<file path="src/rtl/vga_pkg.sv">
// Shared VGA definitions: default active-area size, 12-bit colour type and
// the bounce-colour palette used by the box renderer.
package vga_pkg;

    localparam int DEF_H_ACTIVE = 640;
    localparam int DEF_V_ACTIVE = 480;

    typedef logic [11:0] rgb12;

    typedef enum logic {
        DIR_DEC = 1'b0,
        DIR_INC = 1'b1
    } dir_e;

    // Index 0 would be black on black, so it maps to mid-grey instead.
    function automatic rgb12 palette(input logic [2:0] idx);
        if (idx == 3'd0) begin
            return 12'h888;
        end
        return {{4{idx[2]}}, {4{idx[1]}}, {4{idx[0]}}};
    endfunction

endpackage

</file>
<file path="src/rtl/vga_box_mover.sv">
// Frame-tick detector plus the bouncing-box motion and colour state,
// advanced once per frame on the falling edge of Vsync.
module vga_box_mover
    import vga_pkg::*;
#(
    parameter int H_ACTIVE = DEF_H_ACTIVE,
    parameter int V_ACTIVE = DEF_V_ACTIVE,
    parameter int BOX_SIZE = 32,
    parameter int STEP     = 2
) (
    input  logic       clk_div,
    input  logic       rst,
    input  logic       Vsync,
    output logic [9:0] boxX,
    output logic [8:0] boxY,
    output logic [2:0] colorIdx
);

    localparam logic [10:0] STEP_W  = 11'(STEP);
    localparam logic [10:0] SIZE_W  = 11'(BOX_SIZE);
    localparam logic [10:0] H_LIMIT = 11'(H_ACTIVE);
    localparam logic [10:0] V_LIMIT = 11'(V_ACTIVE);

    logic       vsync_d;
    logic       armed;
    logic       tick;
    logic [9:0] box_x_q, box_x_n;
    logic [8:0] box_y_q, box_y_n;
    dir_e       dir_x_q, dir_x_n;
    dir_e       dir_y_q, dir_y_n;
    logic [2:0] color_q, color_n;
    logic       bounce_x, bounce_y;

    // armed stays low until Vsync is seen high after reset, so a Vsync held
    // low through reset release does not look like a falling edge.
    assign tick = armed & vsync_d & ~Vsync;

    always_ff @(posedge clk_div) begin
        if (rst) begin
            vsync_d <= 1'b1;
            armed   <= 1'b0;
            box_x_q <= '0;
            box_y_q <= '0;
            dir_x_q <= DIR_INC;
            dir_y_q <= DIR_INC;
            color_q <= '0;
        end else begin
            vsync_d <= Vsync;
            armed   <= armed | Vsync;
            box_x_q <= box_x_n;
            box_y_q <= box_y_n;
            dir_x_q <= dir_x_n;
            dir_y_q <= dir_y_n;
            color_q <= color_n;
        end
    end

    always_comb begin
        box_x_n  = box_x_q;
        box_y_n  = box_y_q;
        dir_x_n  = dir_x_q;
        dir_y_n  = dir_y_q;
        color_n  = color_q;
        bounce_x = 1'b0;
        bounce_y = 1'b0;
        if (tick) begin
            if (dir_x_q == DIR_INC) begin
                if ({1'b0, box_x_q} + STEP_W + SIZE_W > H_LIMIT) begin
                    box_x_n  = 10'(H_ACTIVE - BOX_SIZE);
                    dir_x_n  = DIR_DEC;
                    bounce_x = 1'b1;
                end else begin
                    box_x_n = box_x_q + 10'(STEP);
                end
            end else begin
                if ({1'b0, box_x_q} < STEP_W) begin
                    box_x_n  = '0;
                    dir_x_n  = DIR_INC;
                    bounce_x = 1'b1;
                end else begin
                    box_x_n = box_x_q - 10'(STEP);
                end
            end

            if (dir_y_q == DIR_INC) begin
                if ({2'b00, box_y_q} + STEP_W + SIZE_W > V_LIMIT) begin
                    box_y_n  = 9'(V_ACTIVE - BOX_SIZE);
                    dir_y_n  = DIR_DEC;
                    bounce_y = 1'b1;
                end else begin
                    box_y_n = box_y_q + 9'(STEP);
                end
            end else begin
                if ({2'b00, box_y_q} < STEP_W) begin
                    box_y_n  = '0;
                    dir_y_n  = DIR_INC;
                    bounce_y = 1'b1;
                end else begin
                    box_y_n = box_y_q - 9'(STEP);
                end
            end

            if (bounce_x | bounce_y) begin
                color_n = color_q + 3'd1;
            end
        end
    end

    assign boxX     = box_x_q;
    assign boxY     = box_y_q;
    assign colorIdx = color_q;

endmodule

</file>
<file path="src/rtl/vga_box_render.sv">
// Pixel-colour stage after the VGA timing generator: border, bouncing box and
// background, with syncs delayed through the same two-stage pipeline as RGB.
module vga_box_render
    import vga_pkg::*;
#(
    parameter int   H_ACTIVE = DEF_H_ACTIVE,
    parameter int   V_ACTIVE = DEF_V_ACTIVE,
    parameter int   BOX_SIZE = 32,
    parameter int   STEP     = 2,
    parameter rgb12 BG_COLOR = 12'h00F
) (
    input  logic       clk_div,
    input  logic       rst,
    input  logic [9:0] xPos,
    input  logic [8:0] yPos,
    input  logic       active,
    input  logic       Hsync,
    input  logic       Vsync,
    output logic [3:0] red,
    output logic [3:0] green,
    output logic [3:0] blue,
    output logic       hsync_out,
    output logic       vsync_out
);

    logic [9:0] box_x;
    logic [8:0] box_y;
    logic [2:0] color_idx;

    vga_box_mover #(
        .H_ACTIVE (H_ACTIVE),
        .V_ACTIVE (V_ACTIVE),
        .BOX_SIZE (BOX_SIZE),
        .STEP     (STEP)
    ) u_mover (
        .clk_div  (clk_div),
        .rst      (rst),
        .Vsync    (Vsync),
        .boxX     (box_x),
        .boxY     (box_y),
        .colorIdx (color_idx)
    );

    logic       border;
    logic       in_box;
    logic       active_s1, border_s1, in_box_s1, hsync_s1, vsync_s1;
    logic [2:0] color_s1;
    rgb12       pixel;
    rgb12       rgb_q;

    assign border = (xPos == 10'd0) || (xPos == 10'(H_ACTIVE - 1)) ||
                    (yPos == 9'd0)  || (yPos == 9'(V_ACTIVE - 1));

    assign in_box = ({1'b0, xPos} >= {1'b0, box_x}) &&
                    ({1'b0, xPos} <  {1'b0, box_x} + 11'(BOX_SIZE)) &&
                    ({1'b0, yPos} >= {1'b0, box_y}) &&
                    ({1'b0, yPos} <  {1'b0, box_y} + 10'(BOX_SIZE));

    // The colour index is captured alongside in_box so a pixel is always
    // painted with the colour that belonged to the box position it was tested against.
    always_ff @(posedge clk_div) begin
        if (rst) begin
            active_s1 <= 1'b0;
            border_s1 <= 1'b0;
            in_box_s1 <= 1'b0;
            color_s1  <= '0;
            hsync_s1  <= 1'b1;
            vsync_s1  <= 1'b1;
        end else begin
            active_s1 <= active;
            border_s1 <= border;
            in_box_s1 <= in_box;
            color_s1  <= color_idx;
            hsync_s1  <= Hsync;
            vsync_s1  <= Vsync;
        end
    end

    always_comb begin
        pixel = BG_COLOR;
        if (!active_s1) begin
            pixel = 12'h000;
        end else if (border_s1) begin
            pixel = 12'hFFF;
        end else if (in_box_s1) begin
            pixel = palette(color_s1);
        end
    end

    always_ff @(posedge clk_div) begin
        if (rst) begin
            rgb_q     <= 12'h000;
            hsync_out <= 1'b1;
            vsync_out <= 1'b1;
        end else begin
            rgb_q     <= pixel;
            hsync_out <= hsync_s1;
            vsync_out <= vsync_s1;
        end
    end

    assign red   = rgb_q[11:8];
    assign green = rgb_q[7:4];
    assign blue  = rgb_q[3:0];

endmodule
</file>
<file path="config.mk">
export PLATFORM = sky130hd
export DESIGN_NAME = vga_box_render
export DESIGN_NICKNAME = d
export VERILOG_FILES = /design/src/rtl/vga_pkg.sv /design/src/rtl/vga_box_mover.sv /design/src/rtl/vga_box_render.sv
export SDC_FILE = /design/constraint.sdc
export NUM_CORES = 1
export LEC_CHECK = 0
export CORE_MARGIN = 3
export CORE_UTILIZATION = 61
export CTS_CLUSTER_DIAMETER = 60
export DETAILED_ROUTE_END_ITERATION = 10
export PLACE_DENSITY = 0.82
export SLEW_MARGIN = 20
export SYNTH_ARGS = -nofsm -noshare
export SYNTH_HDL_FRONTEND = slang
export SYNTH_SLANG_ARGS = --single-unit
</file>
<file path="constraint.sdc">
create_clock -name clk_div -period 8.8 [get_ports clk_div]
set_input_delay 2.64 -clock clk_div [delete_from_list [all_inputs] [get_ports clk_div]]
set_output_delay 2.64 -clock clk_div [all_outputs]
set_load 0.02 [all_outputs]
</file>
After elaboration in Yosys (flattened, before gate mapping)
Index checks and enable logic that the tools add are counted.

$add $sub $neg: 11. $lt $le $gt $ge: 8. Bitwise logic cells: 6. Equality and inequality tests: 2. Reductions and logical operators: 11. Mux-type cells: 26.

Operators with widths (count): 12-bit two-way mux (4); 10-bit two-way mux (3); 9-bit two-way mux (3); 11-bit by 6-bit adder with 11-bit output (second input constant) (2); 1-bit two-way mux (16); 10-bit by 2-bit adder with 11-bit output (second input constant) (1); 10-bit by 6-bit adder with 11-bit output (second input constant) (1); 11-bit by 10-bit greater-than comparator with 1-bit output (second input constant) (1); 11-bit by 9-bit greater-than comparator with 1-bit output (second input constant) (1); 10-bit by 11-bit less-than comparator with 1-bit output (1); 10-bit by 2-bit adder with 10-bit output (second input constant) (1); 9-bit by 2-bit adder with 10-bit output (second input constant) (1); 9-bit by 6-bit adder with 10-bit output (second input constant) (1); 10-bit == test (second input constant) (1); 10-bit greater-or-equal comparator (1); 10-bit logical NOT (1); 10-bit by 2-bit less-than comparator with 1-bit output (second input constant) (1); 9-bit by 10-bit less-than comparator with 1-bit output (1); 10-bit by 2-bit subtractor with 10-bit output (second input constant) (1); 9-bit by 2-bit adder with 9-bit output (second input constant) (1); 9-bit == test (second input constant) (1); 9-bit greater-or-equal comparator (1); 9-bit logical NOT (1); 9-bit by 2-bit less-than comparator with 1-bit output (second input constant) (1); 10 further kinds (17).

Output and inout port bits: 14. Register bits after elaboration: 47. Logic and storage cells: 79. Input port bits: 24.

Logic depth before layout (Yosys ltp)
Depth after elaboration: 8. Depth in mapped cells: 12. Depth with buffers taken out: 11.

Cells and area by module
Synthesis repeated with hierarchy kept, for this count alone.

Cells, all modules: 426. Area, all modules: 3326.9 sq um.

By module, submodules not included: vga_box_mover (sequential area each 480.5 sq um, cells an instance 259, instances 1, area each 1889.3 sq um); vga_box_render (sequential area each 320.3 sq um, cells an instance 167, instances 1, area each 1437.6 sq um).

Least setup slack after synthesis
Ideal clock, no wire load.

Path kind: input to register. From: in yPos[1]. To: reg in_box_s1. Data arrival time: 3.939 ns. Cell stages on the path: 8. Setup time: 0.117 ns. Data required time: 8.683 ns. Buffers on the path: 0. Setup slack: 4.744 ns. Path through: ha_1 -> o21a_1 -> o21a_1 -> o21ai_0 -> nand2_1 -> a211oi_1 -> nor3_1 -> and4b_1.

Word-level cells in the longest chain between the ends: 3. Elaborated cells between the ends (all ways): 4. Those cells by class: order compare (2); reduce/logical (2).

RTL lines: start, declared (RTL line vga_box_render.sv:15) `input logic [8:0] yPos,`; 9-bit greater-or-equal comparator (RTL line vga_box_render.sv:56) `({1'b0, yPos} >= {1'b0, box_y}) &&`; 1-bit logical AND (RTL line vga_box_render.sv:55) `({1'b0, xPos} < {1'b0, box_x} + 11'(BOX_SIZE)) &&`; 1-bit logical AND (*) (RTL line vga_box_render.sv:56); end signal, assigned (RTL line vga_box_render.sv:72) `in_box_s1 <= in_box;`; end, declared (RTL line vga_box_render.sv:46) `logic active_s1, border_s1, in_box_s1, hsync_s1, vsync_s1;`.

Every way passes the cells marked *; elsewhere a longest branch is shown, timed or not. A chain may end at the register's enable or synchronous reset.

Worst setup path in the final report
From: in Vsync. To: reg u_mover.color_q[2], in the netlist u_mover.colorIdx[2].

Word-level cells in the longest chain between the ends: 3.

RTL lines: start, declared (RTL line vga_box_render.sv:18) `input logic Vsync,`; 1-bit inverter (RTL line vga_box_mover.sv:36) `assign tick = armed & vsync_d & ~Vsync;`; 1-bit bitwise AND (RTL line vga_box_mover.sv:36); 2-bit AND reduction (no line); end signal, assigned (RTL line vga_box_mover.sv:54) `color_q <= color_n;`; end, declared (RTL line vga_box_mover.sv:31) `logic [2:0] color_q, color_n;`.

Every way passes these cells.

==> impl_metrics.json <==
{
  "dr.max_layer_used": "met4",
  "grt_usage_pct": 25.7,
  "port_buffers": 37,
  "coreArea_um2": 4940,
  "pwr-share-seq_pct": 44.0,
  "wl_met3_um": 436,
  "diodes": 0,
  "cts_hold_buf": 0,
  "status": "finished, final reports clean",
  "ant_nets": 0,
  "timing.fmax_ghz": 0.228,
  "p_sw_uw": 121,
  "worstHoldPathType": "reg2reg",
  "cellLeakagePower_nw": 1.40,
  "slew_violations": 0,
  "crit_fanout": 18,
  "ys_ff_latch": 39,
  "max-slew-margin-rel_pct": 29.5,
  "cts-resized-gates": 0,
  "met1_length_mm": 3.45,
  "drive_gt1_share_pct": 7.38,
  "syn_inst": 401,
  "tns_ns": 0,
  "areaGrowthSynthToFinish_pct": 13.3,
  "ys_types": 67,
  "synth_fp_nets": 463,
  "grt_pass1_vias": 2845,
  "intPower_uw": 314,
  "syn_area_per_cell_um2": 8.13,
  "drtPass1Iterations": 5,
  "hold_viol": 0,
  "synthFlopType": "dfxtp_1",
  "fillers": 407,
  "clk_path_buf_depth": 2,
  "cap_violations": 0,
  "drc_errors": 0,
  "num_rows": 25,
  "yosysTopAreaCellShare_pct": 24.0,
  "dr_wl_met2_mm": 3.78,
  "p_per_area_nw_per_um2": 118,
  "nets": 481,
  "ys_top_cells_by_area": "dfxtp_1 (24%), ha_1 (15%), a21oi_1 (4.5%)",
  "drt-initial-drc-count": 239,
  "rsz0062_at_grt": "no",
  "path_clk_slew_ns": 0.08,
  "cts_root_buf": "clkbuf_8",
  "cts_tree": "yes",
  "dp_hpwl_mm": 5.83,
  "htreeDepth": 2,
  "p_comb_share_pct": 20.0,
  "wl_per_cell_um": 16.0,
  "grt_pass1_wl_mm": 13.1,
  "finalWorstSetupSlack_ns": 4.42,
  "grt-ovfl-total": 0,
  "end_kind": "flop",
  "yosys.area.top_type": "dfxtp_1",
  "skew_ns": 0.0101,
  "routed_wl_mm": 7.77,
  "initial_core_util_pct": 65.9,
  "clock_power_share_pct": 35.9,
  "period_needed_ns": 4.38,
  "place_ws_ns": 4.16,
  "cts.sinks": 39,
  "final_cell_mix": "dfxtp_1 (39), ha_1 (38), clkdlybuf4s50_1 (37)",
  "globalplace.congestion": 0.941,
  "numCtsBuffers": 5,
  "peakVddDrop_v": 0.000114,
  "die-area_um2": 6250,
  "worstSkewPairLatency_ns": 0.30,
  "cp.arrival_ns": 4.56,
  "setup.worst_path.start_class": "input pin",
  "async_flop_share_pct": 0,
  "yosysWarnings": 0,
  "finalSetupViolCount": 0,
  "via_count": 3132,
  "path_class": "in2reg",
  "worstMarginPinSlew_ns": 1.05,
  "min_period_over_period_pct": 49.8,
  "ios": 38,
  "finalPower_uw": 436,
  "synth-edff-count": 0,
  "vias_per_cell": 6.43,
  "antenna_found_initial": 0,
  "post-route-util_pct": 74.7,
  "final_common_cell": "dfxtp_1",
  "die_height_um": 79.1,
  "synth_area_um2": 3260,
  "swShare_pct": 27.9,
  "postCtsSetupBuffers": 0,
  "cp_data_required_time_ns": 8.98,
  "grt_max_degree": 35,
  "ys_seq_area_share_pct": 24.0,
  "die_w_um": 79.1
}
## state kept, by name, indices dropped and copies added, names as in the netlist
register,flops
rgb_q,6
u_mover.boxX,9
active_s1,1
u_mover.dir_y_q,1
hsync_out,1
hsync_s1,1
u_mover.colorIdx,3
u_mover.armed,1
vsync_out,1
u_mover.dir_x_q,1
u_mover.boxY,8
border_s1,1
color_s1,3
in_box_s1,1
u_mover.vsync_d,1
## power groups by stage
stage	logic [mW]	clock network [mW]	registers (mW)
after global routing	0.0978	0.164	0.193
final	0.0872	0.157	0.192
after floorplan	0.0588	0	0.192
after global placement	0.0829	0	0.195
after detailed placement	0.0856	0	0.196
after CTS	0.0864	0.156	0.192
## routing by layer
layer | global-route usage, % | up-vias
li1 | - | 1522
met2 | 44.5 | 130
met4 | 6.53 | 0
met1 | 33.9 | 1467
met5 | 0 | -
met3 | 3.29 | 13
## Yosys cell counts (4+ instances only)
cell type	count
nor2_1	31
a31oi_1	9
a211oi_1	8
nand4_1	7
nor4_1	7
inv_1	22
nor3_1	13
o21ai_0	15
dfxtp_1	39
ha_1	38
xnor2_1	15
clkbuf_1	12
nand3_1	17
buf_4	6
and3_1	4
buf_2	6
a221oi_1	5
a21oi_1	29
o22ai_1	4
a21o_1	5
or2_2	7
nand2_1	24
o21a_1	9
nor2b_1	5
## worst max-delay path: stages
cell	delay [ns]
clkdlybuf4s50_1	0.47
nor2_1	0.83
nand2_1	0.11
a31oi_1	0.19
mux2_1	0.33
## final cells by class
cell class / count / area (um2) / share of cell area, %
Clock buffer: 6 / 82.6 / 2.24
Clock inverter: 2 / 35.0 / 0.949
Inverter: 25 / 93.8 / 2.54
Multi-Input combinational cell: 310 / 2240 / 60.6
Sequential cell: 39 / 781 / 21.2
Tap cell: 67 / 83.8 / 2.27
Timing Repair Buffer: 38 / 378 / 10.2
## through the flow
| stage | instances | area (um2) | hold slack (ns) |
|---|---|---|---|
| final | 487 | 3690 | 0.416 |
| after global routing | 487 | 3690 | 0.458 |
| after CTS | 487 | 3690 | 0.420 |
| after detailed placement | 479 | 3570 | 0.398 |
| after global placement | 479 | 3570 | 0.395 |
| after floorplan | 401 | 3260 | 0.389 |
## worst paths after layout
path	slack, ns	startpoint	cells after the start	endpoint
worst max-delay path	4.42	Vsync	5	u_mover.colorIdx[2]
worst min-delay path	0.42	hsync_s1	1	hsync_out
worst min register to register	0.42	hsync_s1	1	hsync_out
worst max register to register	5.50	u_mover.boxY[3]	11	u_mover.colorIdx[1]
## logic make-up after synthesis
logic type | Yosys count | synth area share, %
and+or+nand+nor | 136 | 23.2
AOI/OAI and AO/OA | 112 | 23.8
buffers and inverters | 52 | 7.37
adders and majority gates | 39 | 14.9
DFF | 39 | 24.0
xor gates and xnor gates | 18 | 5.07
muxes | 5 | 1.61
No activity file was read; power rests on OpenSTA's default activity.
